`config.mk`:
```
export PLATFORM = sky130hd
export DESIGN_NAME = macc_frame_arbiter
export DESIGN_NICKNAME = d
export VERILOG_FILES = /design/src/rtl/macc_frame_arbiter.sv
export SDC_FILE = /design/constraint.sdc
export NUM_CORES = 1
export LEC_CHECK = 0
export ABC_CLOCK_PERIOD_IN_PS = 4200
export BUFFER_PORTS_ARGS = -buffer_cell sky130_fd_sc_hd__buf_4
export CAP_MARGIN = 20
export CORE_AREA = 2 2 128 130
export CTS_CLUSTER_DIAMETER = 30
export DETAILED_ROUTE_END_ITERATION = 10
export DIE_AREA = 0 0 130 132
export PLACE_DENSITY_LB_ADDON = 0.08
export SLEW_MARGIN = 15
export SYNTH_ARGS = -nofsm -noshare
export SYNTH_HDL_FRONTEND = slang
export SYNTH_SLANG_ARGS = --single-unit
```
`constraint.sdc`:
```
create_clock -name clk -period 4.2 [get_ports clk]
set_input_delay 0.42 -clock clk [delete_from_list [all_inputs] [get_ports clk]]
set_output_delay 0.42 -clock clk [all_outputs]
set_load 0.03 [all_outputs]
```
`src/rtl/macc_frame_arbiter.sv`:
```
// Frame-locked round-robin arbiter sharing one Macc between NCH requesters; results come back tagged
// with their channel. Defining MACC_ARB_MAXLEN_EN caps frames at MAXLEN beats and enables overrun.
module macc_frame_arbiter #(
  parameter int  NCH    = 4,
  parameter int  ADW    = 24,
  parameter int  BDW    = 18,
  parameter int  ODW    = 48,
  parameter int  DEPTH  = 4,
  parameter int  MAXLEN = 256,
  localparam int IDW    = $clog2(NCH)
) (
  input  logic               clk,
  input  logic               rst,
  input  logic [NCH*ADW-1:0] s_axis_atdata,
  input  logic [NCH*BDW-1:0] s_axis_btdata,
  input  logic [NCH-1:0]     s_axis_tvalid,
  input  logic [NCH-1:0]     s_axis_tlast,
  output logic [NCH-1:0]     s_axis_tready,
  output logic [ADW-1:0]     m_axis_atdata,
  output logic [BDW-1:0]     m_axis_btdata,
  output logic               m_axis_tvalid,
  output logic               m_axis_tlast,
  input  logic               m_axis_tready,
  input  logic [ODW-1:0]     s_res_tdata,
  input  logic               s_res_tvalid,
  output logic               s_res_tready,
  output logic [ODW-1:0]     m_res_tdata,
  output logic [IDW-1:0]     m_res_tid,
  output logic               m_res_tvalid,
  input  logic               m_res_tready,
  output logic               overrun
);
  localparam int PW = $clog2(DEPTH);

  typedef enum logic {IDLE = 1'b0, BUSY = 1'b1} state_t;

  state_t         state_q, state_d;
  logic [IDW-1:0] grant_q, grant_d;
  logic [IDW-1:0] rr_ptr_q, rr_ptr_d;
  logic [IDW-1:0] fifo_mem [DEPTH];
  logic [PW-1:0]  wr_ptr_q, wr_ptr_d;
  logic [PW-1:0]  rd_ptr_q, rd_ptr_d;
  logic [PW:0]    count_q, count_d;

  logic [IDW-1:0] pick;
  logic           pick_found;
  logic           busy, fifo_empty, fifo_full, push, pop, accept, force_last;
  logic [ADW-1:0] a_sel;
  logic [BDW-1:0] b_sel;
  logic           v_sel, l_sel;

  // First valid requester at or above rr_ptr, wrapping past NCH-1.
  always_comb begin
    int idx;
    idx        = 0;
    pick       = rr_ptr_q;
    pick_found = 1'b0;
    for (int i = 0; i < NCH; i++) begin
      idx = int'(rr_ptr_q) + i;
      if (idx >= NCH) idx = idx - NCH;
      if (!pick_found && s_axis_tvalid[idx]) begin
        pick_found = 1'b1;
        pick       = IDW'(idx);
      end
    end
  end

  always_comb begin
    a_sel = s_axis_atdata[int'(grant_q)*ADW +: ADW];
    b_sel = s_axis_btdata[int'(grant_q)*BDW +: BDW];
    v_sel = s_axis_tvalid[grant_q];
    l_sel = s_axis_tlast[grant_q];
  end

  assign busy       = (state_q == BUSY);
  assign fifo_empty = (count_q == '0);
  assign fifo_full  = (count_q == (PW+1)'(DEPTH));
  assign push       = (state_q == IDLE) && pick_found && !fifo_full;
  assign pop        = m_res_tvalid && m_res_tready;
  assign accept     = m_axis_tvalid && m_axis_tready;

  // Data is zeroed outside a frame so nothing leaks through while idle or in reset.
  assign m_axis_tvalid = busy && v_sel;
  assign m_axis_atdata = busy ? a_sel : '0;
  assign m_axis_btdata = busy ? b_sel : '0;
  assign m_axis_tlast  = busy && (l_sel || force_last);

  for (genvar gi = 0; gi < NCH; gi++) begin : g_ready
    assign s_axis_tready[gi] = busy && (grant_q == IDW'(gi)) && m_axis_tready;
  end

  assign m_res_tvalid = s_res_tvalid && !fifo_empty;
  assign s_res_tready = m_res_tready && !fifo_empty;
  assign m_res_tdata  = fifo_empty ? '0 : s_res_tdata;
  assign m_res_tid    = fifo_empty ? '0 : fifo_mem[rd_ptr_q];

  always_comb begin
    state_d  = state_q;
    grant_d  = grant_q;
    rr_ptr_d = rr_ptr_q;
    case (state_q)
      IDLE: begin
        if (push) begin
          state_d  = BUSY;
          grant_d  = pick;
          rr_ptr_d = (pick == IDW'(NCH-1)) ? '0 : pick + 1'b1;
        end
      end
      BUSY: begin
        if (accept && m_axis_tlast) state_d = IDLE;
      end
      default: state_d = IDLE;
    endcase
  end

  always_comb begin
    wr_ptr_d = wr_ptr_q;
    rd_ptr_d = rd_ptr_q;
    count_d  = count_q;
    if (push) wr_ptr_d = wr_ptr_q + 1'b1;
    if (pop)  rd_ptr_d = rd_ptr_q + 1'b1;
    if (push && !pop)      count_d = count_q + 1'b1;
    else if (!push && pop) count_d = count_q - 1'b1;
  end

  always_ff @(posedge clk or posedge rst) begin
    if (rst) begin
      state_q  <= IDLE;
      grant_q  <= '0;
      rr_ptr_q <= '0;
      wr_ptr_q <= '0;
      rd_ptr_q <= '0;
      count_q  <= '0;
    end else begin
      state_q  <= state_d;
      grant_q  <= grant_d;
      rr_ptr_q <= rr_ptr_d;
      wr_ptr_q <= wr_ptr_d;
      rd_ptr_q <= rd_ptr_d;
      count_q  <= count_d;
    end
  end

  // ID storage needs no reset: entries are only read while count_q marks them live.
  always_ff @(posedge clk) begin
    if (push) fifo_mem[wr_ptr_q] <= pick;
  end

`ifdef MACC_ARB_MAXLEN_EN
  localparam int CW = $clog2(MAXLEN+1);

  logic [CW-1:0] beat_cnt_q, beat_cnt_d;
  logic          overrun_q, overrun_d;

  assign force_last = (beat_cnt_q == CW'(MAXLEN-1));

  always_comb begin
    beat_cnt_d = beat_cnt_q;
    overrun_d  = overrun_q;
    if (accept) begin
      beat_cnt_d = m_axis_tlast ? '0 : beat_cnt_q + 1'b1;
      if (force_last && !l_sel) overrun_d = 1'b1;
    end
  end

  always_ff @(posedge clk or posedge rst) begin
    if (rst) begin
      beat_cnt_q <= '0;
      overrun_q  <= 1'b0;
    end else begin
      beat_cnt_q <= beat_cnt_d;
      overrun_q  <= overrun_d;
    end
  end

  assign overrun = overrun_q;
`else
  assign force_last = 1'b0;
  assign overrun    = 1'b0;
`endif

endmodule

```
==> impl_metrics.ini, run 1 <==
[global_route]
grt_max_degree = 53
grt_first_pass_wirelength_um = 18940
antenna_found_initial = 0
grt_usage_pct = 14.30
grt_pass1_vias = 3338
grt.overflow.total = 0

[clocking]
tritoncts = built
root_buffer = clkbuf_16
holdBufCountCts = 0
cts_resized = 0
post_cts_buffers = 0
htree_levels = 1
clk_latency_ns = 0.25
clkSlewWorstSetupHoldPaths_ns = 0.06
cts_buffers = 3
cts.sinks = 20
clockBufferDepth = 2

[die]
start_util_pct = 17.38
die_w_um = 130
die_height_um = 132
ioPinCount = 330
core-area_sq_um = 15710
fp.dieArea_sq_um = 17160
rows = 46

[timing]
post-route-period-util_pct = 63.35
clock_skew_ns = 0.002337
timing.setup.tns_ns = 0
min_period_ns = 2.661
finalHoldViolCount = 0
holdWs_ns = 0.1949
fmax_ghz = 0.3758
setup_viol = 0
rsz0062_at_grt = no
final_max_slew_viol_count = 0
max_slew_margin_pct = 29.93
worstMarginPinSlew_ns = 1.051

[logic_synthesis]
post_synth_num_cell_types = 31
ys_top_cells_by_area = mux4_2, and2_1, dfrtp_1, edfxtp_1, ha_1
netlist_area_sq_um = 2730
synth_top_area_cell = mux4_2
synthFlopType = dfrtp_1
synth_enable_flop_cells = 8
synth_cells = 247
ys_async_sr_fraction_pct = 60.00
yosysTopAreaCellShare_pct = 37.95
synth-warning-count = 0
ys_seq_area_share_pct = 19.80
synth_nets = 483
synth_most_common_cell = and2_1
avgSynthCellArea_sq_um = 11.05
synthTopCellsByCount = and2_1, mux4_2, dfrtp_1
ys_ff_latch = 20

[cells_and_area]
n_fill_cell = 1622
multi_input_area_sq_um = 2023
syn_to_final_growth_pct = 101.1
nNetsFinal = 797
n_antenna_cell = 0
final_layout_size_suffix_gt1_share_pct = 69.82
register_area_sq_um = 543.0
post-route-util_pct = 34.95

[routing]
vias_per_cell = 4.186
wl_per_cell_um = 17.10
drc = 0
antenna_left = 0
detail_route.first_pass.iterations = 4
wirelength_um = 13270
via_count = 3248
drt_iter0_drc = 98

[critical_path]
worstPathMaxFanout = 48
endpoint_kind = output port
worstPathRequired_ns = 3.78
crit_type = reg -> out
arrival_ns = 2.24
worstSetupStartpointType = flop

[power_and_ir_drop]
power_mw = 3.647
vdd_ir_drop_max_mv = 0.3323
p_leak_nw = 2.603
power_density_nw_per_um2 = 664.2

[status]
status = finished clean

[run]
max_cap_viol_count = 0

[worst_hold_path]
hp-class = in -> async

[place]
port_buffers = 328
post-dp-hpwl_um = 11240
place.gp.congestion = 0.8862
registers in the layout, summed over array words and instances (netlist names):
register	flops
busy	1
wr_ptr_q	2
count_q	3
rr_ptr_q	2
rd_ptr_q	2
fifo_mem	8
grant_q	2
final timing paths:
| kind | start | to | slack (ns) | cells after the start |
|---|---|---|---|---|
| max | grant_q[0] | m_axis_tvalid | 1.54 | 4 |
| min in group clk | s_res_tvalid | rd_ptr_q[1] | 0.48 | 3 |
| min | rst | rd_ptr_q[1] | 0.19 | 2 |
| min reg2reg | rd_ptr_q[1] | rd_ptr_q[1] | 0.53 | 1 |
| max in group asynchronous | rst | grant_q[1] | 3.64 | 2 |
| max reg2reg | count_q[0] | count_q[2] | 1.71 | 10 |
power breakdown:
part | internal (mW) | leakage, nW | switching, mW | total, mW
clock network | 0.189 | 0.0511 | 0.0697 | 0.259
registers | 0.293 | 0.212 | 0.0979 | 0.391
logic | 1.37 | 2.34 | 1.63 | 3.00
routing by layer:
| layer | share of wire (%) | vias up | routed length (um) | track usage [%] |
|---|---|---|---|---|
| met5 | 0 | - | 0 | 0 |
| met4 | 1.9 | 0 | 250 | 2.927 |
| met3 | 8.8 | 12 | 1170 | 3.247 |
| met2 | 56 | 190 | 7405 | 29.03 |
| met1 | 33 | 1527 | 4439 | 14.43 |
| li1 | - | 1519 | - | - |
layout by cell type (no fill, tap or decap), types with 4 or more instances in the layout:
| master | netlist | final |
|---|---|---|
| buf_4 | 2 | 332 |
| nor2_1 | 5 | 5 |
| ha_1 | 6 | 6 |
| o22ai_1 | 4 | 4 |
| edfxtp_1 | 8 | 8 |
| inv_1 | 10 | 10 |
| nor3_1 | 4 | 4 |
| mux4_2 | 46 | 46 |
| mux2_2 | 4 | 4 |
| dfrtp_1 | 12 | 10 |
| xnor2_1 | 4 | 4 |
| and2_1 | 99 | 99 |
per-stage QoR:
stage	setup slack (ns)	instances	area, sq um
after floorplan	1.945	247	2730
after global placement	1.734	771	5366
after detailed placement	1.683	771	5366
after CTS	1.460	775	5472
after global routing	1.348	776	5492
final	1.539	776	5492
cell families after synthesis:
group	count (synthesis)	share of synthesized area, %
and+or+nand+nor	118	26.08
muxes	50	39.60
buffers and inverters	34	6.095
DFF	20	19.80
AOI/OAI and AO/OA	11	2.887
adders and majority gates	7	3.483
xor gates and xnor gates	6	1.925
other	1	0.1374
worst max-delay path, stage by stage, from the launching register on:
cell	delay, ns
dfrtp_2	0.33
buf_4	0.68
mux4_2	0.62
and2_1	0.18
buf_4	0.16
area by class of cell:
| cell class | instances | share of cell area, % |
|---|---|---|
| timing repair buffer | 333 | 45.75 |
| multi-input combinational | 193 | 36.84 |
| sequential | 20 | 9.888 |
| tap | 216 | 4.921 |
| clock buffer | 3 | 1.367 |
| inverter | 10 | 0.6835 |
| clock inverter | 1 | 0.5468 |
Note: power is estimated with default switching activity, not from simulation.
==> run 2, diff against run 1 <==
--- a/config.mk
+++ b/config.mk
@@ -5,13 +5,13 @@
 export SDC_FILE = /design/constraint.sdc
 export NUM_CORES = 1
 export LEC_CHECK = 0
-export ABC_CLOCK_PERIOD_IN_PS = 4200
+export ABC_CLOCK_PERIOD_IN_PS = 2400
 export BUFFER_PORTS_ARGS = -buffer_cell sky130_fd_sc_hd__buf_4
 export CAP_MARGIN = 20
-export CORE_AREA = 2 2 128 130
+export CORE_AREA = 2 2 130 132
 export CTS_CLUSTER_DIAMETER = 30
 export DETAILED_ROUTE_END_ITERATION = 10
-export DIE_AREA = 0 0 130 132
+export DIE_AREA = 0 0 132 134
 export PLACE_DENSITY_LB_ADDON = 0.08
 export SLEW_MARGIN = 15
 export SYNTH_ARGS = -nofsm -noshare
==> constraint.sdc (replaced) <==
create_clock -name clk -period 2.4 [get_ports clk]
set_input_delay 0.24 -clock clk [delete_from_list [all_inputs] [get_ports clk]]
set_output_delay 0.24 -clock clk [all_outputs]
set_load 0.03 [all_outputs]
==> run 2 against run 1 <==
  * First-iteration DRC count shrank 33%
  * Critical path type is now reg -> reg
  * Combinational power grew 78%
  * Largest cell class unchanged
  * Final area grew 0.73%
==> impl_metrics.ini, run 2 (synthesis gave the netlist of run 1 again) <==
[timing]
fmax_ghz = 0.4613
min_period_ns = 2.168
rsz0062_at_grt = no
clock_skew_ns = 0.002086
timing.setup.tns_ns = 0
final_max_slew_viol_count = 0
setup_viol = 0
finalHoldViolCount = 0
post-route-period-util_pct = 90.32

[cells_and_area]
stdcell_count = 783
n_fill_cell = 1683
syn_to_final_growth_pct = 102.6
reg_top3 = fifo_mem (8), count_q (3)
multi_input_area_sq_um = 2023
n_antenna_cell = 0
nNetsFinal = 800
register_area_sq_um = 543.0
final_layout_size_suffix_gt1_share_pct = 69.98
regMostFlops = fifo_mem
final_cell_mix = buf_4, and2_1, mux4_2, inv_1, dfrtp_1
largest_reg_flops = 8
final_common_cell = buf_4

[critical_path]
reg2reg_slack_ns = 0.23
worstSetupStartpointType = flop
arrival_ns = 2.34
worstPathRequired_ns = 2.57
worstPathMaxFanout = 4
r2r_start = count_q[1]
crit_start = count_q[1]
r2r_cells = 9
crit_type = reg -> reg
worstReg2RegEnd = count_q[2]
endpoint_kind = flop

[run]
max_cap_viol_count = 0

[power_and_ir_drop]
p_sw_share_pct = 49.18
p_switching_mw = 3.183
p_comb_share_pct = 82.6
internal-power_mw = 3.289
p_leak_nw = 2.622
power_frac_seq_pct = 10.5
vdd_ir_drop_max_mv = 0.6190
power_density_nw_per_um2 = 1170
clockPowerShare_pct = 7.0

[worst_hold_path]
hp-class = in -> async

[clocking]
cts.sinks = 20
cts_resized = 0
htree_levels = 1
root_buffer = clkbuf_16
cts_buffers = 3
holdBufCountCts = 0
clk_latency_ns = 0.25
tritoncts = built
clockBufferDepth = 2
post_cts_buffers = 0
clkSlewWorstSetupHoldPaths_ns = 0.05

[routing]
drt_iter0_drc = 66
vias_per_cell = 4.072
drc = 0
via_count = 3188
wirelength_um = 13450
detail_route.first_pass.iterations = 4
antenna_left = 0
wl_per_cell_um = 17.18

[global_route]
grt_usage_pct = 14.14
antenna_found_initial = 0
grt.overflow.total = 0
grt_first_pass_wirelength_um = 19710
grt_pass1_vias = 3329
grt_max_degree = 52

[die]
core-area_sq_um = 16290
die_w_um = 132
fp.dieArea_sq_um = 17690
ioPinCount = 330
start_util_pct = 16.76
die_height_um = 134
rows = 47

[status]
status = finished clean

[place]
post-dp-hpwl_um = 11380
place.gp.congestion = 0.7880
port_buffers = 328
dp.cells = 779
run 2: area by class of cell:
class	count	share of cell area (%)
inverters	10	0.6786
flip-flops and latches	20	9.817
clock buffers	3	1.357
well taps	220	4.976
multi-input cells	193	36.58
repair buffers	336	46.05
clock inverters	1	0.5429
run 2: metal layers:
| metal | track usage (%) | part of all wire (%) | up-vias |
|---|---|---|---|
| li1 | - | - | 1526 |
| met1 | 15.65 | 36 | 1485 |
| met2 | 27.49 | 55 | 166 |
| met3 | 3.137 | 7.1 | 11 |
| met4 | 3.019 | 1.4 | 0 |
| met5 | 0 | 0 | - |
run 2: critical path: stages, from the launching register on:
cell	delay (ns)
dfrtp_1	0.41
or3_1	0.38
and2_4	0.18
nand2_1	0.10
ha_1	0.18
inv_1	0.06
fa_1	0.37
xor2_1	0.15
nor2_1	0.11
xor2_1	0.16
run 2: worst max path at each step:
stage                      end  slack [ns]
detailed placement  count_q[2]        0.24
global placement    count_q[2]        0.25
CTS                 count_q[2]        0.21
floorplan           count_q[2]        0.15
global route        count_q[2]        0.04
finish              count_q[2]        0.23
run 2: stage by stage:
step / setup slack (ns) / util [%] / hold WS, ns / cell area (sq um) / power (mW)
detailed placement: 0.2353 / 33.31 / 0.3070 / 5426 / 6.090
floorplan: 0.1451 / - / 0.1047 / 2730 / 4.200
global placement: 0.2452 / 33.31 / 0.3112 / 5426 / 6.093
CTS: 0.2079 / 33.96 / 0.03427 / 5532 / 6.565
finish: 0.2324 / 33.96 / 0.004207 / 5532 / 6.472
global route: 0.04165 / 33.96 / 0.04525 / 5532 / 6.870
run 2: power by group through the flow:
stage	registers (mW)	clock network [mW]	logic (mW)
after floorplan	0.606	0	3.59
after global placement	0.678	0	5.42
after detailed placement	0.685	0	5.41
after CTS	0.678	0.465	5.42
after global routing	0.697	0.481	5.69
final	0.677	0.451	5.34
